### src/rtl/gpio_mmio_responder.sv
// gpio_mmio_responder
//
// Memory-mapped GPIO block for the CPU data-memory bus. It answers loads and
// stores that fall inside a 16-byte window starting at BASE.
//
// Register map, selected by Address_i[3:2]. Address_i[1:0] is ignored.
//   0x0 OUT  RW    drives GPIO_o[7:0]
//   0x4 IN   RO    debounced input value
//   0x8 EDGE RW1C  sticky rising-edge flags
//   0xC MASK RW    interrupt mask for EDGE
//
// Ports
//   clk            rising-edge clock
//   reset          asynchronous, active-high
//   Write_Enable_i store strobe from the CPU
//   Address_i      byte address from the CPU
//   Write_Data     store data (only bits [7:0] are used)
//   Read_Data      combinational load data; 0 when outside the window
//   hit_o          address falls inside the window
//   GPIO_i         asynchronous input pins
//   GPIO_o         output pins, equal to the OUT register
//   irq_o          level interrupt, |(EDGE & MASK)
//
// Bus semantics: there is no handshake. Every cycle is a potential access.
// A store commits at the rising edge while Write_Enable_i && hit_o is high.
// A load is answered combinationally in the same cycle, and the CPU latches
// Read_Data at the next edge.
module gpio_mmio_responder #(
  parameter logic [31:0] BASE     = 32'h1001_0100,
  parameter int          DEBOUNCE = 4
) (
  input  logic        clk,
  input  logic        reset,
  input  logic        Write_Enable_i,
  input  logic [31:0] Address_i,
  input  logic [31:0] Write_Data,
  output logic [31:0] Read_Data,
  output logic        hit_o,
  input  logic [7:0]  GPIO_i,
  output logic [7:0]  GPIO_o,
  output logic        irq_o
);

  localparam int              CW      = (DEBOUNCE > 1) ? $clog2(DEBOUNCE) : 1;
  localparam logic [CW-1:0]   CNT_MAX = CW'(DEBOUNCE - 1);

  localparam logic [1:0] OFS_OUT  = 2'd0;
  localparam logic [1:0] OFS_IN   = 2'd1;
  localparam logic [1:0] OFS_EDGE = 2'd2;
  localparam logic [1:0] OFS_MASK = 2'd3;

  logic [7:0]    out_q;
  logic [7:0]    edge_q;
  logic [7:0]    mask_q;
  logic [7:0]    s1_q;
  logic [7:0]    s2_q;
  logic [7:0]    cand_q;
  logic [7:0]    deb_q;
  logic [CW-1:0] cnt_q;

  logic       wr;
  logic [1:0] sel;
  logic       deb_load;
  logic [7:0] edge_clr;
  logic [7:0] edge_set;

  // Byte-lane and upper write-data bits are intentionally not decoded.
  logic unused_bits;
  assign unused_bits = &{1'b0, Address_i[1:0], Write_Data[31:8]};

  assign hit_o = (Address_i[31:4] == BASE[31:4]);
  assign sel   = Address_i[3:2];
  assign wr    = Write_Enable_i && hit_o;

  // deb accepts cand only after cand has matched s2 for DEBOUNCE cycles.
  assign deb_load = (s2_q == cand_q) && (cand_q != deb_q) && (cnt_q == CNT_MAX);

  assign edge_clr = (wr && (sel == OFS_EDGE)) ? Write_Data[7:0] : 8'h00;
  assign edge_set = deb_load ? (cand_q & ~deb_q) : 8'h00;

  // Input path: two-flop synchronizer, then the debounce qualifier.
  always_ff @(posedge clk or posedge reset) begin
    if (reset) begin
      s1_q   <= 8'h00;
      s2_q   <= 8'h00;
      cand_q <= 8'h00;
      deb_q  <= 8'h00;
      cnt_q  <= '0;
    end else begin
      s1_q <= GPIO_i;
      s2_q <= s1_q;
      if (s2_q != cand_q) begin
        cand_q <= s2_q;
        cnt_q  <= '0;
      end else if (cand_q != deb_q) begin
        if (cnt_q == CNT_MAX) begin
          deb_q <= cand_q;
          cnt_q <= '0;
        end else begin
          cnt_q <= cnt_q + 1'b1;
        end
      end else begin
        cnt_q <= '0;
      end
    end
  end

  // Register file. EDGE applies the W1C clear first and then ORs in new
  // rising edges, so a set that collides with a clear on the same bit wins.
  always_ff @(posedge clk or posedge reset) begin
    if (reset) begin
      out_q  <= 8'h00;
      edge_q <= 8'h00;
      mask_q <= 8'h00;
    end else begin
      if (wr && (sel == OFS_OUT))  out_q  <= Write_Data[7:0];
      if (wr && (sel == OFS_MASK)) mask_q <= Write_Data[7:0];
      edge_q <= (edge_q & ~edge_clr) | edge_set;
    end
  end

  always_comb begin
    Read_Data = 32'h0;
    if (hit_o) begin
      case (sel)
        OFS_OUT:  Read_Data = {24'h0, out_q};
        OFS_IN:   Read_Data = {24'h0, deb_q};
        OFS_EDGE: Read_Data = {24'h0, edge_q};
        OFS_MASK: Read_Data = {24'h0, mask_q};
        default:  Read_Data = 32'h0;
      endcase
    end
  end

  assign GPIO_o = out_q;
  assign irq_o  = |(edge_q & mask_q);

endmodule

### config.mk
export PLATFORM = sky130hd
export DESIGN_NAME = gpio_mmio_responder
export DESIGN_NICKNAME = d
export VERILOG_FILES = /design/src/rtl/gpio_mmio_responder.sv
export SDC_FILE = /design/constraint.sdc
export NUM_CORES = 1
export LEC_CHECK = 0
export CORE_MARGIN = 1.5
export CORE_UTILIZATION = 45
export CTS_BUF_LIST = sky130_fd_sc_hd__clkbuf_4
export DETAILED_ROUTE_END_ITERATION = 10
export HOLD_SLACK_MARGIN = 0.12
export MAX_ROUTING_LAYER = met4
export PLACE_DENSITY = 0.83
export SLEW_MARGIN = 25
export SYNTH_ARGS = -nofsm -noshare
export SYNTH_HDL_FRONTEND = slang
export SYNTH_SLANG_ARGS = --single-unit
### constraint.sdc
create_clock -name clk -period 2.56 [get_ports clk]
set_input_delay 0.512 -clock clk [delete_from_list [all_inputs] [get_ports clk]]
set_output_delay 0.512 -clock clk [all_outputs]
set_load 0.05 [all_outputs]
==> run metrics, run 1 <==
Worst setup SP type primary input; All-Layer GR Usage a little under a fifth; fmax 400 MHz; mux contribution to synthesized area 15.8%; htree depth 3; hold_sp s1_q[6]; final net count roughly 400; DR DRC count 0; largest family of logic cells by synthesized area multiplexers; Mapped Area 2880 µm²; CTS Sinks 58; gr ovfl total 0; final clock skew 0.0144 ns; initial antenna violation count 0; Sw Pwr 0.000485 W; critical path arrival ~2 ns; CP Capture Type output pin; setup TNS 0 ns; RSZ-0062 raised after global routing no; adder and majority gate portion of the synthesized area 3.92%; synthesis warning total 0; Final Cell Area 4030 µm²; Cells after Synth 229; core area 6060 µm²; Chip Width ~83 µm; routed vias/inst 5.12; Synth Area in Simple Gates 10.6%; top cells by area, synth dfrtp_1 (50%), mux2_2 (9.0%), buf_4 (6.3%); Critical Path RT 2.05 ns; Logic pwr share a little over an eighth; CTS tree done; final period demand of the worst path about 2.5 ns; Synth-to-Final Area Change 40.1%; Reg power frac approximately half; diodes inserted 0; max_cap viols 0; run status finished clean; clock share of power 37.0%; peak supply drop 0.385 mV; Die Y 82.9 µm; area leader, netlist dfrtp_1; Seq/Total Area, Yosys a little over 50%; period utilisation layout 97.7%; Synth Area in XOR/XNOR 2.44%; final hold vios 0; IO Pins about 120; final WL 6140 µm; Synth top area share 50.5%; Int Pwr approximately 0.0014 W; Setup CP Type primary input to output pin; Final ANT Viol Nets 0; post-synthesis compound-gate area fraction about 4.9%; RePlAce Congestion between 0.8 and 0.9; full die area 6880 µm²; top_reg_cell synth dfrtp_1; syn avg cell area 12.6 µm²; Slew Limit Fails 0; Netlist cell types 32; PortBufs 66; Power Density ~470 nW/µm²; CP startpoint Address_i[7]; post-route setup slack around 0.058 ns; CTS Root Cell clkbuf_4; detailed placer's ending HPWL 4040 µm; largest net degree at the start of global routing 59; maximum clock path buffer count 2; Initial DRT Pass Iterations 4; DP Area approximately 3600 µm²; Hold Path Class register to register; switch share 25.4%; clock latency at the later pin of the worst-skew pair 0.39 ns; first-pass GRT wire length 9790 µm; clk slew on worst S/H paths 0.09 ns; WL/cell 15.9 µm; worst r2r src cand_q[2]; CP max FO 5; vias in the first global route around 2.0k; layout cells sized above 1 30.9%; Place WS -0.254 ns; Rows 28; Final setup viols 0; EDFF count, synth 0; worst slew pin tran 0.501 ns; Max-slew headroom 66.5%; #FFs+latches synth 58; share of async-settable or async-resettable flops after synthesis 100%; Static Leak 1.92 nW; Worst Hold Margin ~0.35 ns; Vias 1977; CTS buffer count 9; Iter 0 DRT Violations between 70 and 80; Initial Util ~47%
==> cells in the mapped netlist, types with 2 or more instances <==
master,number
xor2_1,6
mux4_2,8
a22oi_1,4
nand4b_1,8
nor2_1,3
xnor2_1,2
mux2_2,23
nand4_1,4
buf_1,2
clkbuf_1,10
nor3_4,2
buf_2,2
o31ai_1,8
ha_1,9
buf_6,2
nor2b_1,8
inv_1,19
nor4b_1,3
o21ai_0,8
nand3_1,3
buf_4,24
dfrtp_1,58
nor4_1,4
==> placed cells by master (no fill, tap or decap), types with 3 or more instances in the layout <==
master / instances
a22oi_1: 4
buf_12: 11
buf_4: 14
clkbuf_4: 9
clkdlybuf4s50_1: 31
clkinv_2: 4
conb_1: 24
dfrtp_1: 58
dlygate4sd2_1: 10
dlymetal6s2s_1: 16
ha_1: 9
inv_1: 18
mux2_2: 23
mux4_2: 8
nand4_1: 4
nand4b_1: 8
nor2_1: 3
nor2b_2: 3
nor2b_4: 5
nor4_2: 4
nor4b_4: 3
o21ai_0: 8
o31ai_1: 8
xor2_1: 6
==> area by class of cell <==
cell class | count | area, µm²
clock buffer | 9 | 67.6
clock inverter | 7 | 83.8
fill | 442 | 2030
inverter | 19 | 71.3
multi-input combinational | 135 | 1310
sequential | 58 | 1450
tap | 75 | 93.8
timing repair buffer | 83 | 948
==> power by group through the flow <==
| stage | logic [W] | registers [W] | clock network [W] |
|---|---|---|---|
| CTS | 0.000248 | 0.000948 | 0.000720 |
| floorplan | 0.000177 | 0.000962 | 0 |
| detailed placement | 0.000245 | 0.000966 | 0 |
| global route | 0.000277 | 0.000950 | 0.000771 |
| global placement | 0.000242 | 0.000964 | 0 |
| finish | 0.000258 | 0.000947 | 0.000707 |
==> layer usage <==
| metal | wire length [µm] | vias to the layer above | GRT usage (%) |
|---|---|---|---|
| met5 | 0 | - | - |
| met4 | 125 | 0 | 7.73 |
| met3 | 510 | 14 | 6.26 |
| met2 | 3120 | 103 | 28.5 |
| met1 | 2390 | 949 | 22.6 |
| li1 | - | 911 | - |
==> cell families after synthesis <==
group | Yosys count
adder cells (fa/ha/maj) | 9
flip-flops | 58
XOR/XNOR | 8
AND/OR/NAND/NOR | 40
other | 1
multiplexers | 32
buffers and inverters | 60
AO/OA/AOI/OAI | 21
==> sequential cells by signal, summed over array words and instances (netlist names) <==
register,flops
GPIO_o,8
cand_q,8
deb_q,8
edge_q,8
mask_q,8
s1_q,8
s2_q,8
cnt_q,2
==> critical path, stage by stage <==
cell and delay (ns):
clkdlybuf4s50_1 0.41, nor4_2 0.15, nand4_1 0.21, or2_4 0.39
nor2b_4 0.16, buf_12 0.14
==> repair_timing <==
action	4_1_cts	5_1_grt
hold buffers	0	0
resized for setup	32	21
pin swaps	8	10
endpoints found under the setup margin	9	9
buffers inserted	2	3
gates cloned	1	1
==> final timing paths <==
check / end / slack (ns) / depth (start not counted)
max in group asynchronous: deb_q[2] / 1.82 / 3
min reg2reg: s2_q[6] / 0.35 / 0
min: s2_q[6] / 0.35 / 0
min in group asynchronous: s2_q[1] / 0.49 / 3
max: Read_Data[2] / 0.06 / 6
max reg2reg: deb_q[0] / 0.75 / 4
==> per-stage QoR <==
| step | std cells | power, W | util [%] |
|---|---|---|---|
| after global placement | 363 | 0.00121 | 60.2 |
| after global routing | 386 | 0.00200 | 66.5 |
| after CTS | 382 | 0.00192 | 64.3 |
| after floorplan | 252 | 0.00114 | - |
| after detailed placement | 363 | 0.00121 | 60.2 |
| final | 386 | 0.00191 | 66.5 |
(Power assumes the default switching activity.)
==> run 2, diff against run 1 <==
--- a/config.mk
+++ b/config.mk
@@ -10,7 +10,6 @@
 export CTS_BUF_LIST = sky130_fd_sc_hd__clkbuf_4
 export DETAILED_ROUTE_END_ITERATION = 10
 export HOLD_SLACK_MARGIN = 0.12
-export MAX_ROUTING_LAYER = met4
 export PLACE_DENSITY = 0.83
 export SLEW_MARGIN = 25
 export SYNTH_ARGS = -nofsm -noshare
==> run metrics, run 2 (synthesized netlist as in run 1, its figures left out) <==
htree depth 3 (unchanged); Chip Width 82.9 µm (unchanged); most common cell after layout, fill and taps aside dfrtp_1 (unchanged); CTS tree done (unchanged); final net count 390 (unchanged); final period demand of the worst path 2.50 ns (about the same); Sw Pwr 0.000482 W (was 0.000485 W); Rows 28 (unchanged); most frequent cells in the layout dfrtp_1 (58), clkdlybuf4s50_1 (31), conb_1 (24) (unchanged); Initial DRT Pass Iterations 4 (unchanged); final WL 6140 µm (about the same); diodes inserted 0 (unchanged); Fillers 442 (unchanged); Vias 1964 (was 1977); RePlAce Congestion 0.857 (was 0.871); final clock skew 0.0139 ns (was 0.0144 ns); Static Leak 1.92 nW (unchanged); Final ANT Viol Nets 0 (unchanged); Final setup viols 0 (unchanged); clock latency at the later pin of the worst-skew pair 0.38 ns (was 0.39 ns); clk slew on worst S/H paths 0.09 ns (about the same); Post-CTS Hold Fix Bufs 0 (unchanged); DR DRC count 0 (unchanged); initial antenna violation count 0 (unchanged); Power Density 474 nW/µm² (was 475 nW/µm²); Logic pwr share 13.5% (about the same); All-Layer GR Usage 18.0% (was 18.6%); Hold Path Class register to register (unchanged); Initial Util 47.4% (unchanged); CP Capture Type output pin (unchanged); Multi-input gate area 1310 µm² (unchanged); vias in the first global route 2026 (was 2020); Critical Path RT 2.05 ns (about the same); Max-slew headroom 66.5% (about the same); largest net degree at the start of global routing 59 (unchanged); Iter 0 DRT Violations 91 (was 77); period utilisation layout 97.8% (was 97.7%); full die area 6880 µm² (unchanged); clock share of power 36.9% (was 37.0%); CTS buffer count 9 (unchanged); IO Pins 117 (unchanged); core area 6060 µm² (unchanged); Synth-to-Final Area Change 40.1% (unchanged); Reg power frac 49.6% (was 49.5%); run status finished clean (unchanged); worst slew pin tran 0.501 ns (about the same); Int Pwr 0.00143 W (about the same); WL/cell 15.9 µm (about the same); routed vias/inst 5.09 (was 5.12); Die Y 82.9 µm (unchanged); setup TNS 0 ns (unchanged); worst reg2reg path depth 4 (unchanged); first-pass GRT wire length 9760 µm (was 9790 µm); RSZ-0062 raised after global routing no (unchanged); DP Area 3650 µm² (unchanged); post-layout util 66.5% (unchanged); detailed placer's ending HPWL 4040 µm (unchanged); critical path arrival 1.99 ns (about the same); layout cells sized above 1 30.9% (unchanged); peak supply drop 0.385 mV (about the same); fmax 399 MHz (was 400 MHz); Min-Delay Path Depth 0 (unchanged); Setup CP Type primary input to output pin (unchanged); CTS Sinks 58 (unchanged); max_cap viols 0 (unchanged); final hold vios 0 (unchanged); CP max FO 5 (unchanged); PortBufs 66 (unchanged); Final Cell Area 4030 µm² (unchanged); Slew Limit Fails 0 (unchanged); CTS Root Cell clkbuf_4 (unchanged); FF+latch area 1450 µm² (unchanged); Worst setup SP type primary input (unchanged); gr ovfl total 0 (unchanged); switch share 25.3% (was 25.4%); maximum clock path buffer count 2 (unchanged)
## run 2: stage by stage
stage | cells | hold slack [ns] | setup WS (ns) | total power (W)
2_1_floorplan | 252 | 0.331 | -0.0864 | 0.00114
3_3_place_gp | 363 | 0.331 | -0.224 | 0.00121
3_5_place_dp | 363 | 0.335 | -0.254 | 0.00121
4_1_cts | 382 | 0.355 | 0.00857 | 0.00192
5_1_grt | 386 | 0.368 | 0.00382 | 0.00200
6_report | 386 | 0.353 | 0.0568 | 0.00191
## run 2: layer usage
metal / up-vias / global-route usage (%) / wire length, µm / part of all wire [%]
met5: - / 0 / 0 / 0
met4: 0 / 7.73 / 95 / 1.5
met3: 11 / 6.26 / 464 / 7.6
met2: 92 / 28.6 / 3140 / 51
met1: 952 / 22.4 / 2430 / 40
li1: 909 / - / - / -
## run 2: worst paths after layout
check                      slack, ns           end    startpoint
max                             0.06  Read_Data[2]  Address_i[7]
min                             0.35       s2_q[6]       s1_q[6]
max reg2reg                     0.75      deb_q[0]     cand_q[2]
min reg2reg                     0.35       s2_q[6]       s1_q[6]
max in group asynchronous       1.80       s1_q[2]         reset
min in group asynchronous       0.49     cand_q[2]         reset
## run 2: critical path, cell delays in order
cell             delay [ns]
clkdlybuf4s50_1        0.41
nor4_2                 0.15
nand4_1                0.21
or2_4                  0.39
nor2b_4                0.16
buf_12                 0.14
## run 2: what timing repair did
action | 4_1_cts | 5_1_grt
gates cloned | 1 | 1
endpoints found under the setup margin | 9 | 9
buffers inserted | 2 | 3
pin swaps | 8 | 10
resized for setup | 32 | 21
## run 2: cell type report
| class | count | area share, % |
|---|---|---|
| Sequential cell | 58 | 36.0 |
| Clock buffer | 9 | 1.68 |
| Inverter | 19 | 1.77 |
| Clock inverter | 7 | 2.08 |
| Multi-Input combinational cell | 135 | 32.6 |
| Tap cell | 75 | 2.33 |
| Timing Repair Buffer | 83 | 23.5 |
## run 2: power by group through the flow
| stage | registers [W] | clock network (W) | logic (W) |
|---|---|---|---|
| 4_1_cts | 0.000948 | 0.000720 | 0.000248 |
| 6_report | 0.000947 | 0.000704 | 0.000258 |
| 2_1_floorplan | 0.000962 | 0 | 0.000177 |
| 5_1_grt | 0.000950 | 0.000771 | 0.000277 |
| 3_5_place_dp | 0.000966 | 0 | 0.000245 |
| 3_3_place_gp | 0.000964 | 0 | 0.000242 |
==> run 3, diff against run 2 <==
--- a/config.mk
+++ b/config.mk
@@ -6,11 +6,11 @@
 export NUM_CORES = 1
 export LEC_CHECK = 0
 export CORE_MARGIN = 1.5
-export CORE_UTILIZATION = 45
+export CORE_UTILIZATION = 40
 export CTS_BUF_LIST = sky130_fd_sc_hd__clkbuf_4
 export DETAILED_ROUTE_END_ITERATION = 10
 export HOLD_SLACK_MARGIN = 0.12
-export PLACE_DENSITY = 0.83
+export PLACE_DENSITY = 0.75
 export SLEW_MARGIN = 25
 export SYNTH_ARGS = -nofsm -noshare
 export SYNTH_HDL_FRONTEND = slang
==> run metrics, run 3 (synthesized netlist as in run 1, its figures left out) <==
run status finished clean (unchanged); period utilisation layout 99.0% (was 97.8%); diodes inserted 0 (unchanged); Post-CTS Hold Fix Bufs 0 (unchanged); RePlAce Congestion 0.909 (was 0.857); routed vias/inst 4.77 (was 5.09); CP Capture Type output pin (unchanged); Worst R2R End deb_q[4] (was deb_q[0]); clk slew on worst S/H paths 0.09 ns (about the same); Final setup viols 0 (unchanged); critical path arrival 2.02 ns (was 1.99 ns); worst reg2reg path depth 6 (was 4); most frequent cells in the layout dfrtp_1 (58), clkdlybuf4s50_1 (32), conb_1 (24) (was dfrtp_1 (58), clkdlybuf4s50_1 (31), conb_1 (24)); final period demand of the worst path 2.53 ns (was 2.50 ns); CP startpoint Address_i[22] (was Address_i[7]); initial antenna violation count 0 (unchanged); Int Pwr 0.00144 W (was 0.00143 W); max_cap viols 0 (unchanged); Iter 0 DRT Violations 84 (was 91); Crit-path slowest cell clkdlybuf4s50_1 (unchanged); Critical Path RT 2.05 ns (about the same); final clock skew 0.0134 ns (was 0.0139 ns); WP buf/inv 2 (unchanged); Cell Chain, Critical Path clkdlybuf4s50_1, nor4_2, nand3_1, or2_4, nor2b_2, buf_12 (was clkdlybuf4s50_1, nor4_2, nand4_1, or2_4, nor2b_4, buf_12); non-filler cells, final 403 (was 386); Crit path max-delay family simple AND/OR/NAND/NOR gates (unchanged); Max-slew headroom 66.7% (was 66.5%); Vias 1923 (was 1964); CP Capture Point Read_Data[0] (was Read_Data[2]); detailed placer's ending HPWL 4160 µm (was 4040 µm); Power Density 483 nW/µm² (was 474 nW/µm²); peak supply drop 0.345 mV (was 0.385 mV); Levels on crit path 6 (unchanged); clock latency at the later pin of the worst-skew pair 0.39 ns (was 0.38 ns); Setup CP Type primary input to output pin (unchanged); final net count 386 (was 390); maximum clock path buffer count 2 (unchanged); Place WS -0.253 ns (was -0.254 ns); switch share 25.2% (was 25.3%); htree depth 3 (unchanged); Synth-to-Final Area Change 38.5% (was 40.1%); CTS tree done (unchanged); largest net degree at the start of global routing 59 (unchanged); final hold vios 0 (unchanged); Chip Width 87.8 µm (was 82.9 µm); most common cell after layout, fill and taps aside dfrtp_1 (unchanged); Logic pwr share 13.1% (was 13.5%); WL/cell 14.7 µm (was 15.9 µm); final WL 5910 µm (was 6140 µm); PortBufs 66 (unchanged); full die area 7710 µm² (was 6880 µm²); post-placement cell count 384 (was 363); layout cells sized above 1 29.6% (was 30.9%); CTS buffer count 9 (unchanged); Final Cell Area 3980 µm² (was 4030 µm²); worst r2r src deb_q[4] (was cand_q[2]); DP Area 3670 µm² (was 3650 µm²); first-pass GRT wire length 9120 µm (was 9760 µm); CTS Root Cell clkbuf_4 (unchanged); IO Pins 117 (unchanged); Reg power frac 49.3% (was 49.6%); worst slew pin tran 0.498 ns (was 0.501 ns); Worst Hold Margin 0.355 ns (was 0.353 ns); Initial DRT Pass Iterations 4 (unchanged); clock share of power 37.7% (was 36.9%); post-route setup slack 0.0260 ns (was 0.0568 ns); setup slack, reg-to-reg 0.79 ns (was 0.75 ns); All-Layer GR Usage 15.8% (was 18.0%); core area 6870 µm² (was 6060 µm²); vias in the first global route 1902 (was 2026); Final ANT Viol Nets 0 (unchanged); Power, Total 0.00192 W (was 0.00191 W); Rows 30 (was 28); gr ovfl total 0 (unchanged); CP peak stage delay 0.41 ns (about the same); Initial Util 41.9% (was 47.4%); Sw Pwr 0.000484 W (was 0.000482 W); DR DRC count 0 (unchanged); CTS Sinks 58 (unchanged); Hold Path Class register to register (unchanged); Worst setup SP type primary input (unchanged); CP max FO 4 (was 5); Slew Limit Fails 0 (unchanged); Die Y 87.8 µm (was 82.9 µm); fmax 395 MHz (was 399 MHz); Static Leak 1.84 nW (was 1.92 nW)
run 3: metal layers:
layer / vias up / GRT usage (%) / wire [µm]
met1: 913 / 20.0 / 2430
met4: 0 / 8.23 / 141
li1: 905 / - / -
met5: - / 0 / 0
met3: 13 / 3.86 / 484
met2: 92 / 25.3 / 2850
run 3: how the worst min path moves through the flow:
stage	slack, ns	from	cells after the start	to
6_report	0.36	s1_q[2]	0	s2_q[2]
5_1_grt	0.36	s1_q[7]	0	s2_q[7]
4_1_cts	0.35	s1_q[2]	0	s2_q[2]
3_5_place_dp	0.34	s1_q[4]	0	s2_q[4]
3_3_place_gp	0.33	s1_q[4]	0	s2_q[4]
2_1_floorplan	0.33	s1_q[0]	0	s2_q[0]
run 3: area by class of cell:
type                            count  area, µm²
Inverter                           19       71.3
Timing Repair Buffer               79        893
Fill cell                         575       2890
Clock inverter                      6       81.3
Tap cell                           96        120
Multi-Input combinational cell    135       1290
Sequential cell                    58       1450
Clock buffer                       10       75.1
run 3: power by group through the flow:
| stage | clock network (W) | registers (W) | logic, W |
|---|---|---|---|
| after global placement | 0 | 0.000964 | 0.000243 |
| after global routing | 0.000799 | 0.000949 | 0.000271 |
| after floorplan | 0 | 0.000962 | 0.000177 |
| after CTS | 0.000749 | 0.000947 | 0.000245 |
| after detailed placement | 0 | 0.000965 | 0.000246 |
| final | 0.000724 | 0.000947 | 0.000251 |
run 3: what timing repair did:
item / in CTS / in global routing
gates cloned: 1 / 1
gates resized for setup: 37 / 12
setup buffers: 0 / 1
setup endpoints to repair: 9 / 8
pin swaps: 10 / 8
run 3: worst reg2reg max path: stages, from the launching register on:
cell and delay [ns]:
dfrtp_1 0.41, inv_1 0.06, ha_1 0.28, nand4_1 0.09, o211a_1 0.25, nand4_4 0.21, mux2_2 0.37
run 3: stage by stage:
step / setup TNS [ns] / util [%]
finish: 0 / 58.0
global route: -0.0871 / 58.0
detailed placement: -1.88 / 53.5
global placement: -1.81 / 53.5
floorplan: -0.691 / -
CTS: 0 / 56.8
